File: src/rtl/spi_cfg_sched.sv
// Round-robin arbiter + MSB-first serializer driving per-channel SPI config pins.
// Grant to CS low is 1 cycle; ack pulses CLKDIV*(2*WORD+2)+1 cycles after grant.
// Requests wait while busy; a request is only sampled in IDLE, words only at grant.
module spi_cfg_sched #(
    parameter int NCH    = 4,
    parameter int WORD   = 16,
    parameter int CLKDIV = 8
) (
    input  logic                 clk,
    input  logic                 reset,
    input  logic [NCH-1:0]       req,
    input  logic [NCH*WORD-1:0]  req_word,
    output logic [NCH-1:0]       ack,
    output logic                 busy,
    output logic [NCH-1:0]       cs_n,
    output logic [NCH-1:0]       sclk,
    output logic [NCH-1:0]       sdin_o,
    output logic [NCH-1:0]       sdin_t
);

    localparam int CW = (CLKDIV > 1) ? $clog2(CLKDIV) : 1;
    localparam int BW = $clog2(WORD + 1);
    localparam int GW = (NCH > 1) ? $clog2(NCH) : 1;
    localparam logic [CW-1:0] HALF_LAST = CW'(CLKDIV - 1);
    localparam logic [BW-1:0] BIT_LAST  = BW'(WORD);

    typedef enum logic [2:0] {IDLE, SETUP, SHIFT_HI, SHIFT_LO, HOLD, GAP} state_t;

    state_t          state_q, state_d;
    logic [CW-1:0]   half_q, half_d;
    logic [BW-1:0]   bit_q, bit_d;
    logic [WORD-1:0] shreg_q, shreg_d, shreg_nxt;
    logic [GW-1:0]   last_q, last_d;
    logic [NCH-1:0]  cs_n_q, cs_n_d, sclk_q, sclk_d;
    logic [NCH-1:0]  sdin_o_q, sdin_o_d, sdin_t_q, sdin_t_d;
    logic [NCH-1:0]  ack_q, ack_d;
    logic            busy_q, busy_d;

    logic [GW-1:0]   pick;
    logic            pick_vld;
    logic [WORD-1:0] pick_word;
    logic            half_done;
    logic [WORD-1:0] words [NCH];

    for (genvar i = 0; i < NCH; i++) begin : g_words
        assign words[i] = req_word[i*WORD +: WORD];
    end

    assign pick_word = words[pick];

    // Round-robin pick: first set request searching upward from last+1; the
    // loop runs from farthest to nearest so the nearest candidate wins.
    always_comb begin
        pick     = '0;
        pick_vld = 1'b0;
        for (int k = NCH; k >= 1; k--) begin
            if (req[GW'((int'(last_q) + k) % NCH)]) begin
                pick     = GW'((int'(last_q) + k) % NCH);
                pick_vld = 1'b1;
            end
        end
    end

    // Next-state and next-output logic; last_q doubles as the active channel.
    always_comb begin
        state_d   = state_q;
        half_d    = half_q;
        bit_d     = bit_q;
        shreg_d   = shreg_q;
        last_d    = last_q;
        cs_n_d    = cs_n_q;
        sclk_d    = sclk_q;
        sdin_o_d  = sdin_o_q;
        sdin_t_d  = sdin_t_q;
        ack_d     = '0;
        half_done = (half_q == HALF_LAST);
        shreg_nxt = shreg_q << 1;

        if (state_q != IDLE) begin
            half_d = half_done ? '0 : half_q + 1'b1;
        end

        case (state_q)
            IDLE: begin
                if (pick_vld) begin
                    state_d        = SETUP;
                    last_d         = pick;
                    shreg_d        = pick_word;
                    half_d         = '0;
                    bit_d          = '0;
                    cs_n_d[pick]   = 1'b0;
                    sdin_t_d[pick] = 1'b1;
                    sdin_o_d[pick] = pick_word[WORD-1];
                end
            end
            SETUP: begin
                if (half_done) begin
                    state_d        = SHIFT_HI;
                    sclk_d[last_q] = 1'b1;
                end
            end
            SHIFT_HI: begin
                // Falling SCLK: advance to the next bit while the slave holds the last one.
                if (half_done) begin
                    state_d          = SHIFT_LO;
                    sclk_d[last_q]   = 1'b0;
                    shreg_d          = shreg_nxt;
                    sdin_o_d[last_q] = shreg_nxt[WORD-1];
                    bit_d            = bit_q + 1'b1;
                end
            end
            SHIFT_LO: begin
                if (half_done) begin
                    if (bit_q == BIT_LAST) begin
                        state_d = HOLD;
                    end else begin
                        state_d        = SHIFT_HI;
                        sclk_d[last_q] = 1'b1;
                    end
                end
            end
            HOLD: begin
                if (half_done) begin
                    state_d       = GAP;
                    cs_n_d        = '1;
                    sdin_t_d      = '0;
                    sdin_o_d      = '0;
                    ack_d[last_q] = 1'b1;
                end
            end
            GAP: begin
                if (half_done) begin
                    state_d = IDLE;
                end
            end
            default: begin
                state_d = IDLE;
            end
        endcase

        busy_d = (state_d != IDLE);
    end

    // State and registered pin outputs, synchronous reset.
    always_ff @(posedge clk) begin
        if (reset) begin
            state_q  <= IDLE;
            half_q   <= '0;
            bit_q    <= '0;
            shreg_q  <= '0;
            last_q   <= GW'(NCH - 1);
            cs_n_q   <= '1;
            sclk_q   <= '0;
            sdin_o_q <= '0;
            sdin_t_q <= '0;
            ack_q    <= '0;
            busy_q   <= 1'b0;
        end else begin
            state_q  <= state_d;
            half_q   <= half_d;
            bit_q    <= bit_d;
            shreg_q  <= shreg_d;
            last_q   <= last_d;
            cs_n_q   <= cs_n_d;
            sclk_q   <= sclk_d;
            sdin_o_q <= sdin_o_d;
            sdin_t_q <= sdin_t_d;
            ack_q    <= ack_d;
            busy_q   <= busy_d;
        end
    end

    assign cs_n   = cs_n_q;
    assign sclk   = sclk_q;
    assign sdin_o = sdin_o_q;
    assign sdin_t = sdin_t_q;
    assign ack    = ack_q;
    assign busy   = busy_q;

endmodule

File: config.mk
export PLATFORM = sky130hd
export DESIGN_NAME = spi_cfg_sched
export DESIGN_NICKNAME = d
export VERILOG_FILES = /design/src/rtl/spi_cfg_sched.sv
export SDC_FILE = /design/constraint.sdc
export NUM_CORES = 1
export LEC_CHECK = 0
export CAP_MARGIN = 20
export CORE_ASPECT_RATIO = 0.6
export CORE_MARGIN = 3
export CORE_UTILIZATION = 40
export CTS_CLUSTER_SIZE = 28
export DETAILED_ROUTE_END_ITERATION = 16
export HOLD_SLACK_MARGIN = 0.02
export MAX_ROUTING_LAYER = met4
export PLACE_DENSITY = 0.68
export SKIP_LAST_GASP = 1
export SYNTH_ARGS = -nofsm -noshare
export SYNTH_HDL_FRONTEND = slang
export SYNTH_SLANG_ARGS = --single-unit
File: constraint.sdc
create_clock -name clk -period 6.3 [get_ports clk]
set_input_delay 0.63 -clock clk [delete_from_list [all_inputs] [get_ports clk]]
set_output_delay 0.63 -clock clk [all_outputs]
set_load 0.01 [all_outputs]
==> results.sh, run 1 <==
export IMPL_place_congestion=0.867
export IMPL_yosysWarningCount=0
export IMPL_arrival_ps=3170
export IMPL_crit_type="flop to flop"
export IMPL_ctsRootBufferMaster="clkbuf_16"
export IMPL_detailed_place_hpwl_um=6000
export IMPL_die_h_um=71.5
export IMPL_tightestPinTransition_ps=936
export IMPL_synth_distinct_cells=47
export IMPL_critical_path_startpoint_type="flop"
export IMPL_syn_nets=422
export IMPL_critPathTopFamily="compound AO/OA/AOI/OAI gates"
export IMPL_fin_area_mm2=0.00396
export IMPL_critical_path_peak_fanout=18
export IMPL_final_antenna_net_count=0
export IMPL_hold_end="cs_n[3]"
export IMPL_placement_setup_worst_slack_ps=3010
export IMPL_final_cell_mix="clkdlybuf4s50_1, dfxtp_1, nor2_1"
export IMPL_share_of_the_clock_period_used_by_the_worst_path_after_layout=0.478
export IMPL_clk_path_buf_depth=2
export IMPL_critical_path_cell_chain="inv_1 > ha_1 > o21ai_0 > a21oi_1 > a21o_1 > mux4_2 > a22oi_1 > nor2_1"
export IMPL_synthArstFlopShare=0
export IMPL_crit_path_max_incr_delay_ps=620
export IMPL_type_of_the_most_critical_hold_path="flop to flop"
export IMPL_timing_rr_start="last_q[0]"
export IMPL_worst_skew_pair_late_latency_ps=300
export IMPL_peakVddDrop_v=0.0000972
export IMPL_grt_antenna_before_repair=0
export IMPL_timing_hold_violations_final=0
export IMPL_maxClockFrequency_ghz=0.332
export IMPL_max_slew_violation_total_from_the_final_report=0
export IMPL_status="finished, final reports clean"
export IMPL_first_global_vias=2551
export IMPL_area_growth_synth_to_final_pct=38.4
export IMPL_cts_htree_levels=2
export IMPL_synth_sequential_area_ratio=0.343
export IMPL_core_util_final=0.581
export IMPL_internal_reg_to_reg_setup_slack_ps=3290
export IMPL_total_routing_usage_gr=0.202
export IMPL_tritoncts_clock_tree="built"
export IMPL_timing_setup_tns_ps=0
export IMPL_cap_viol_max_count=0
export IMPL_syn_area_mm2=0.00286
export IMPL_core_area_mm2=0.00682
export IMPL_cts_repair_resize_count=0
export IMPL_crit_path_end_kind="flop"
export IMPL_synthFlopType="dfxtp_1"
export IMPL_post_synth_cell_area_avg_um2=8.33
export IMPL_placed_area_mm2=0.00380
export IMPL_worstReg2RegEnd="shreg_q[0]"
export IMPL_required_ps=6460
export IMPL_post_synth_inst_count=344
export IMPL_hold_path_startpoint="cs_n[3]"
export IMPL_rsz0062_at_grt="no"
export IMPL_synth_seq_cells=49
export IMPL_finalSetupViolCount=0
export IMPL_drt_initial_violations=226
export IMPL_layout_commonest_cell="clkdlybuf4s50_1"
export IMPL_portBuffers=90
export IMPL_antenna_cells_inserted=0
export IMPL_ioPinCount=91
export IMPL_worstHoldPathCells=2
export IMPL_buffers_plus_inverters_on_the_worst_setup_path=1
export IMPL_drt_pass1_iterations=5
export IMPL_remaining_drc_errors=0
export IMPL_r2r_worst_path_cells=8
export IMPL_design_die_area_mm2=0.00824
export IMPL_layout_nets=501
export IMPL_clk_transition_reported_paths_ps=70
export IMPL_gr_total_overflow=0
export IMPL_vias_per_cell=5.59
export IMPL_final_period_minus_worst_setup_slack_ps=3010
export IMPL_slowest_cell_on_the_critical_path="a21o_1"
export IMPL_maximum_number_of_pins_on_one_net_before_global_route_repair=39
export IMPL_grt_first_pass_wirelength_um=12800
export IMPL_setup_fix_buffers_added_after_clock_tree_synthesis=0
export IMPL_avgRoutedWirePerCell_um=15.8
export IMPL_post_route_cells_drive_above_1_share=0.0615
export IMPL_post_cts_hold_buffer_count=0
export IMPL_static_leakage_power_nw=1.56
export IMPL_worst_clock_skew_ps=11.6
export IMPL_wl_um=8060
export IMPL_finalHoldWorstSlack_ps=465
export IMPL_initial_utilization=0.420
export IMPL_crit_start="last_q[0]"
export IMPL_cts_sinks=49
export IMPL_fin_ws_ps=3290
export IMPL_synth_edff_count=0
export IMPL_power_density_mw_per_mm2=231
export IMPL_die_x_um=115
export IMPL_slew_headroom=0.375
export IMPL_cts_inserted_buffers=5
export IMPL_placementRows=23
export IMPL_vias=2851
area by class of cell:
cell class | instances | area, um^2
fill | 625 | 2860
multi-input combinational | 264 | 1750
sequential | 49 | 981
timing repair buffer | 93 | 923
clock buffer | 5 | 125
tap | 87 | 109
inverter | 10 | 37.5
clock inverter | 2 | 35.0
layer usage:
layer	GRT usage	wire length [um]	share of wire
met5	-	0	0
met4	0.0469	62	0.0077
met3	0.0473	703	0.087
met2	0.275	3320	0.41
met1	0.301	3970	0.49
metrics by stage:
| stage | cells | power (mW) |
|---|---|---|
| global placement | 503 | 0.619 |
| detailed placement | 503 | 0.624 |
| global route | 510 | 0.964 |
| CTS | 510 | 0.924 |
| finish | 510 | 0.917 |
| floorplan | 344 | 0.527 |
cell usage after synthesis (3+ instances only):
cell type / n / area, um^2
nor3_1: 19 / 95.1
o21a_1: 4 / 30.0
clkbuf_1: 14 / 52.6
dfxtp_1: 49 / 981
inv_1: 10 / 37.5
o21ai_0: 13 / 65.1
buf_1: 3 / 11.3
and2_1: 6 / 37.5
mux4_2: 6 / 135
nand3_1: 22 / 110
a211oi_1: 4 / 30.0
a21oi_1: 33 / 165
a211oi_2: 3 / 37.5
xor2_1: 4 / 35.0
a311oi_1: 5 / 43.8
mux2i_1: 26 / 260
and3_1: 10 / 62.6
nand2_1: 18 / 67.6
nor2_1: 46 / 173
nor4_1: 3 / 18.8
ha_1: 8 / 100
where the power goes:
part	internal (mW)	total [mW]	switching [mW]
clock network	0.184	0.300	0.116
registers	0.335	0.357	0.0217
logic	0.139	0.260	0.121
total	0.658	0.917	0.259
logic make-up (layout without fill, tap and decap cells):
family,after synthesis,in the layout,synth area share
xor gates and xnor gates,4,4,0.0122
DFF,49,49,0.343
and+or+nand+nor,136,136,0.226
AOI/OAI and AO/OA,82,82,0.193
muxes,34,34,0.146
buffers and inverters,31,110,0.0454
adders and majority gates,8,8,0.0350
worst max-delay path by stage:
stage / cells past startpoint / end / slack [ps]
finish: 8 / shreg_q[0] / 3290
global route: 8 / shreg_q[0] / 3000
CTS: 8 / shreg_q[0] / 3250
detailed placement: 7 / shreg_q[0] / 3010
global placement: 7 / shreg_q[0] / 3110
floorplan: 9 / shreg_q[0] / 3840
tightest hold or removal path: cells and delay by family (launching register included):
kind            cells  cell delay, ps
simple gates        1              50
compound gates      1              60
flops               1             310
(Power assumes the default switching activity.)
==> run 2: changes to the inputs <==
- clock period: 6.3 -> 3.05 ns (I/O delays scaled with it)
==> run 2 against run 1 <==
Compared with the run above:
- core utilization up 1.3 points
- global-route usage increased by 0.47 points
- sequential cell count unchanged
- total power grew 120%
- cell area up 2.3%
- largest cell class unchanged
- count of clock-buffer cells in the layout is the same
- worst hold slack improved by 4.0 ps
==> results.sh, run 2 (synthesized netlist as in run 1, its figures left out) <==
export IMPL_ioPinCount=91
export IMPL_initial_utilization=0.420
export IMPL_grt_antenna_before_repair=0
export IMPL_wl_um=8160
export IMPL_timing_hold_violations_final=0
export IMPL_clk_transition_reported_paths_ps=70
export IMPL_cts_htree_levels=2
export IMPL_post_cts_hold_buffer_count=0
export IMPL_gr_total_overflow=0
export IMPL_vias_per_cell=5.55
export IMPL_arrival_ps=2830
export IMPL_portBuffers=90
export IMPL_remaining_drc_errors=0
export IMPL_share_of_the_clock_period_used_by_the_worst_path_after_layout=0.855
export IMPL_type_of_the_most_critical_hold_path="flop to flop"
export IMPL_cts_repair_resize_count=0
export IMPL_design_die_area_mm2=0.00824
export IMPL_critical_path_startpoint_type="flop"
export IMPL_slew_headroom=0.487
export IMPL_tightestPinTransition_ps=770
export IMPL_die_x_um=115
export IMPL_rsz0062_at_grt="no"
export IMPL_cts_inserted_buffers=5
export IMPL_crit_path_end_kind="flop"
export IMPL_ctsRootBufferMaster="clkbuf_16"
export IMPL_layout_nets=507
export IMPL_first_global_vias=2705
export IMPL_die_h_um=71.5
export IMPL_post_route_cells_drive_above_1_share=0.0767
export IMPL_peakVddDrop_v=0.000220
export IMPL_antenna_cells_inserted=0
export IMPL_final_antenna_net_count=0
export IMPL_drt_pass1_iterations=4
export IMPL_fin_area_mm2=0.00406
export IMPL_worst_clock_skew_ps=8.54
export IMPL_power_density_mw_per_mm2=499
export IMPL_routed_wl_met3_um=665
export IMPL_maxClockFrequency_ghz=0.383
export IMPL_drt_initial_violations=186
export IMPL_detailed_place_hpwl_um=6200
export IMPL_vias=2868
export IMPL_max_slew_violation_total_from_the_final_report=0
export IMPL_place_congestion=0.912
export IMPL_timing_setup_tns_ps=0
export IMPL_critical_path_peak_fanout=33
export IMPL_final_period_minus_worst_setup_slack_ps=2610
export IMPL_grt_first_pass_wirelength_um=13200
export IMPL_worst_skew_pair_late_latency_ps=290
export IMPL_cts_sinks=49
export IMPL_maximum_number_of_pins_on_one_net_before_global_route_repair=34
export IMPL_post_layout_total_power_mw=2.03
export IMPL_static_leakage_power_nw=1.61
export IMPL_core_area_mm2=0.00682
export IMPL_area_growth_synth_to_final_pct=41.6
export IMPL_dr_wl_met2_um=3440
export IMPL_finalSetupViolCount=0
export IMPL_cap_viol_max_count=0
export IMPL_status="finished, final reports clean"
export IMPL_setup_fix_buffers_added_after_clock_tree_synthesis=0
export IMPL_required_ps=3270
export IMPL_clk_path_buf_depth=2
export IMPL_dr_max_layer_used="met4"
export IMPL_crit_type="flop to flop"
export IMPL_total_routing_usage_gr=0.207
export IMPL_placed_area_mm2=0.00386
export IMPL_m1WireLength_um=3970
export IMPL_avgRoutedWirePerCell_um=15.8
export IMPL_layout_commonest_cell="clkdlybuf4s50_1"
export IMPL_placementRows=23
export IMPL_final_cell_mix="clkdlybuf4s50_1, dfxtp_1, nor2_1"
export IMPL_tritoncts_clock_tree="built"
run 2: cell types whose count changed in the layout (fill, tap and decap cells not counted):
| cell | change |
|---|---|
| clkinv_2 | -1 |
| buf_12 | +1 |
| inv_6 | +1 |
| buf_4 | +5 |
| bufinv_16 | +1 |
run 2: final cells by class:
cell class	instances	area (um^2)
Fill cell	610	2770
Multi-Input combinational cell	264	1750
Sequential cell	49	981
Timing Repair Buffer	99	981
Clock buffer	5	125
Tap cell	87	109
Clock inverter	3	68.8
Inverter	10	37.5
run 2: power by group:
group / switching, mW / internal, mW
clock network: 0.254 / 0.473
registers: 0.0430 / 0.692
logic: 0.260 / 0.303
run 2: per-layer routing:
metal	global-route usage	up-vias
met1	0.302	1325
met5	-	-
li1	-	1429
met3	0.0481	9
met2	0.290	105
met4	0.0443	0
run 2: final timing paths:
path | from | end | slack, ps | cells after the start
max | last_q[0] | flop | 440 | 9
min | cs_n[1] | cs_n[1] | 470 | 2
max reg2reg | last_q[0] | flop | 440 | 9
min reg2reg | cs_n[1] | cs_n[1] | 470 | 2
run 2: critical path: stages, from the launching register on:
cell      delay [ps]
dfxtp_1          500
inv_1            110
ha_1             400
mux2i_1          210
o22ai_1          140
a311oi_4         270
buf_12           260
nand2_1          140
a311o_1          380
a21oi_1          130
run 2: through the flow:
step | hold WS [ps] | util | cells | setup slack [ps]
6_report | 469 | 0.595 | 517 | 441
2_1_floorplan | 458 | - | 344 | 593
5_1_grt | 479 | 0.595 | 517 | 265
3_5_place_dp | 454 | 0.566 | 509 | 393
3_3_place_gp | 451 | 0.566 | 509 | 486
4_1_cts | 466 | 0.595 | 517 | 403
==> run 3: changes to the inputs <==
- GPL_TIMING_DRIVEN: unset -> 0
- PLACE_DENSITY: 0.68 -> 0.7
- clock period: 3.05 -> 2.2 ns (I/O delays scaled with it)
==> run 3 against run 2 <==
Compared with the run above:
- the run now ends with setup timing left
- clock power rose by 5.2%
- highest routed layer unchanged
- register-to-register slack got worse by 500 ps
- largest cell class unchanged
- clock skew barely moved
- global-route usage rose by 2.6 points
==> results.sh, run 3 (synthesized netlist as in run 1, its figures left out) <==
export IMPL_initial_utilization=0.420
export IMPL_total_routing_usage_gr=0.233
export IMPL_core_util_final=0.627
export IMPL_placed_area_mm2=0.00391
export IMPL_static_leakage_power_nw=1.68
export IMPL_maxClockFrequency_ghz=0.443
export IMPL_crit_path_end_kind="flop"
export IMPL_vias=3118
export IMPL_type_of_the_most_critical_hold_path="flop to flop"
export IMPL_grt_first_pass_wirelength_um=14800
export IMPL_gr_total_overflow=0
export IMPL_violated_checks="setup timing"
export IMPL_final_cell_mix="clkdlybuf4s50_1, dfxtp_1, nor2_1"
export IMPL_core_area_mm2=0.00682
export IMPL_status="complete, but fails checks"
export IMPL_cts_htree_levels=2
export IMPL_worst_clock_skew_ps=8.55
export IMPL_antenna_cells_inserted=0
export IMPL_die_x_um=115
export IMPL_power_density_mw_per_mm2=647
export IMPL_first_global_vias=2997
export IMPL_ioPinCount=91
export IMPL_drt_initial_violations=320
export IMPL_detailed_place_hpwl_um=6760
export IMPL_tightestPinTransition_ps=681
export IMPL_finalHoldWorstSlack_ps=467
export IMPL_layout_nets=529
export IMPL_place_congestion=0.878
export IMPL_fin_ws_ps=-56.2
export IMPL_vias_per_cell=5.78
export IMPL_design_die_area_mm2=0.00824
export IMPL_placementRows=23
export IMPL_ctsRootBufferMaster="clkbuf_16"
export IMPL_cap_viol_max_count=0
export IMPL_post_cts_hold_buffer_count=0
export IMPL_placedCellCount=521
export IMPL_critical_path_peak_fanout=5
export IMPL_layout_commonest_cell="clkdlybuf4s50_1"
export IMPL_drt_pass1_iterations=5
export IMPL_die_h_um=71.5
export IMPL_tritoncts_clock_tree="built"
export IMPL_crit_type="flop to flop"
export IMPL_clk_path_buf_depth=2
export IMPL_grt_antenna_before_repair=0
export IMPL_arrival_ps=2430
export IMPL_rsz0062_at_grt="yes"
export IMPL_worst_skew_pair_late_latency_ps=290
export IMPL_portBuffers=90
export IMPL_final_antenna_net_count=0
export IMPL_share_of_the_clock_period_used_by_the_worst_path_after_layout=1.03
export IMPL_fin_area_mm2=0.00428
export IMPL_max_slew_violation_total_from_the_final_report=0
export IMPL_cts_inserted_buffers=5
export IMPL_post_route_cells_drive_above_1_share=0.142
export IMPL_area_growth_synth_to_final_pct=49.4
export IMPL_cts_sinks=49
export IMPL_avgRoutedWirePerCell_um=17.2
export IMPL_peakVddDrop_v=0.000339
export IMPL_maximum_number_of_pins_on_one_net_before_global_route_repair=16
export IMPL_finalSetupViolCount=14
export IMPL_remaining_drc_errors=0
export IMPL_slew_headroom=0.544
export IMPL_critical_path_startpoint_type="flop"
export IMPL_final_period_minus_worst_setup_slack_ps=2260
export IMPL_timing_hold_violations_final=0
export IMPL_required_ps=2380
export IMPL_final_instance_count_without_filler_cells=539
export IMPL_wl_um=9280
export IMPL_clk_transition_reported_paths_ps=70
==> run 3: cell count changes in the layout (fill, tap and decap cells not counted), sizes merged <==
cell / delta
clkdlybuf4s50: -4
bufinv: -2
clkbuf: +16
dlygate4sd2: +4
clkinvlp: +1
buf: +7
==> run 3: stage by stage <==
step	TNS, ps	power, mW	setup WS, ps
after floorplan	-6.80	1.53	-6.80
after global placement	-13360	1.83	-556
after detailed placement	-14070	1.85	-574
after CTS	-546	2.73	-51.6
after global routing	-2600	2.90	-177
final	-481	2.77	-56.2
==> run 3: timing repair <==
item,CTS,global route
setup endpoints to repair,31,33
resized for setup,22,19
pin swaps,5,5
setup buffers,9,1
gates cloned,1,0
==> run 3: critical path, stage by stage (launching register included) <==
cell and delay, ps:
dfxtp_4 390, inv_6 40, ha_4 290, mux2i_2 230
o22ai_2 110, a311oi_4 220, buf_6 200, buf_12 140
mux4_2 330, a22oi_2 140, nor2_1 50
==> run 3: routing by layer <==
metal  vias up  part of all wire  global-route usage
met5         -                 0                   -
met4         0             0.010              0.0534
met3        13             0.092              0.0633
met2       144              0.42               0.324
met1      1482              0.48               0.335
li1       1479                 -                   -
==> run 3: final timing paths <==
check | cells past startpoint | from | slack [ps] | to
setup / recovery | 10 | last_q[0] | -60 | shreg_q[0]
hold / removal | 1 | sdin_t[1] | 470 | sdin_t[1]
setup reg to reg | 10 | last_q[0] | -60 | shreg_q[0]
hold reg to reg | 1 | sdin_t[1] | 470 | sdin_t[1]
==> run 3: final cells by class <==
type,count,area [um^2]
Timing Repair Buffer,101,1010
Sequential cell,49,988
Buffer,20,136
Tap cell,87,109
Clock buffer,6,129
Fill cell,597,2540
Multi-Input combinational cell,264,1840
Clock inverter,2,13.8
Inverter,10,42.5
==> run 3: where the power goes <==
group          switching [mW]  total, mW  internal, mW
registers              0.0593       1.02         0.960
clock network           0.342      0.765         0.423
logic                   0.445      0.982         0.537
total                   0.847       2.77          1.92
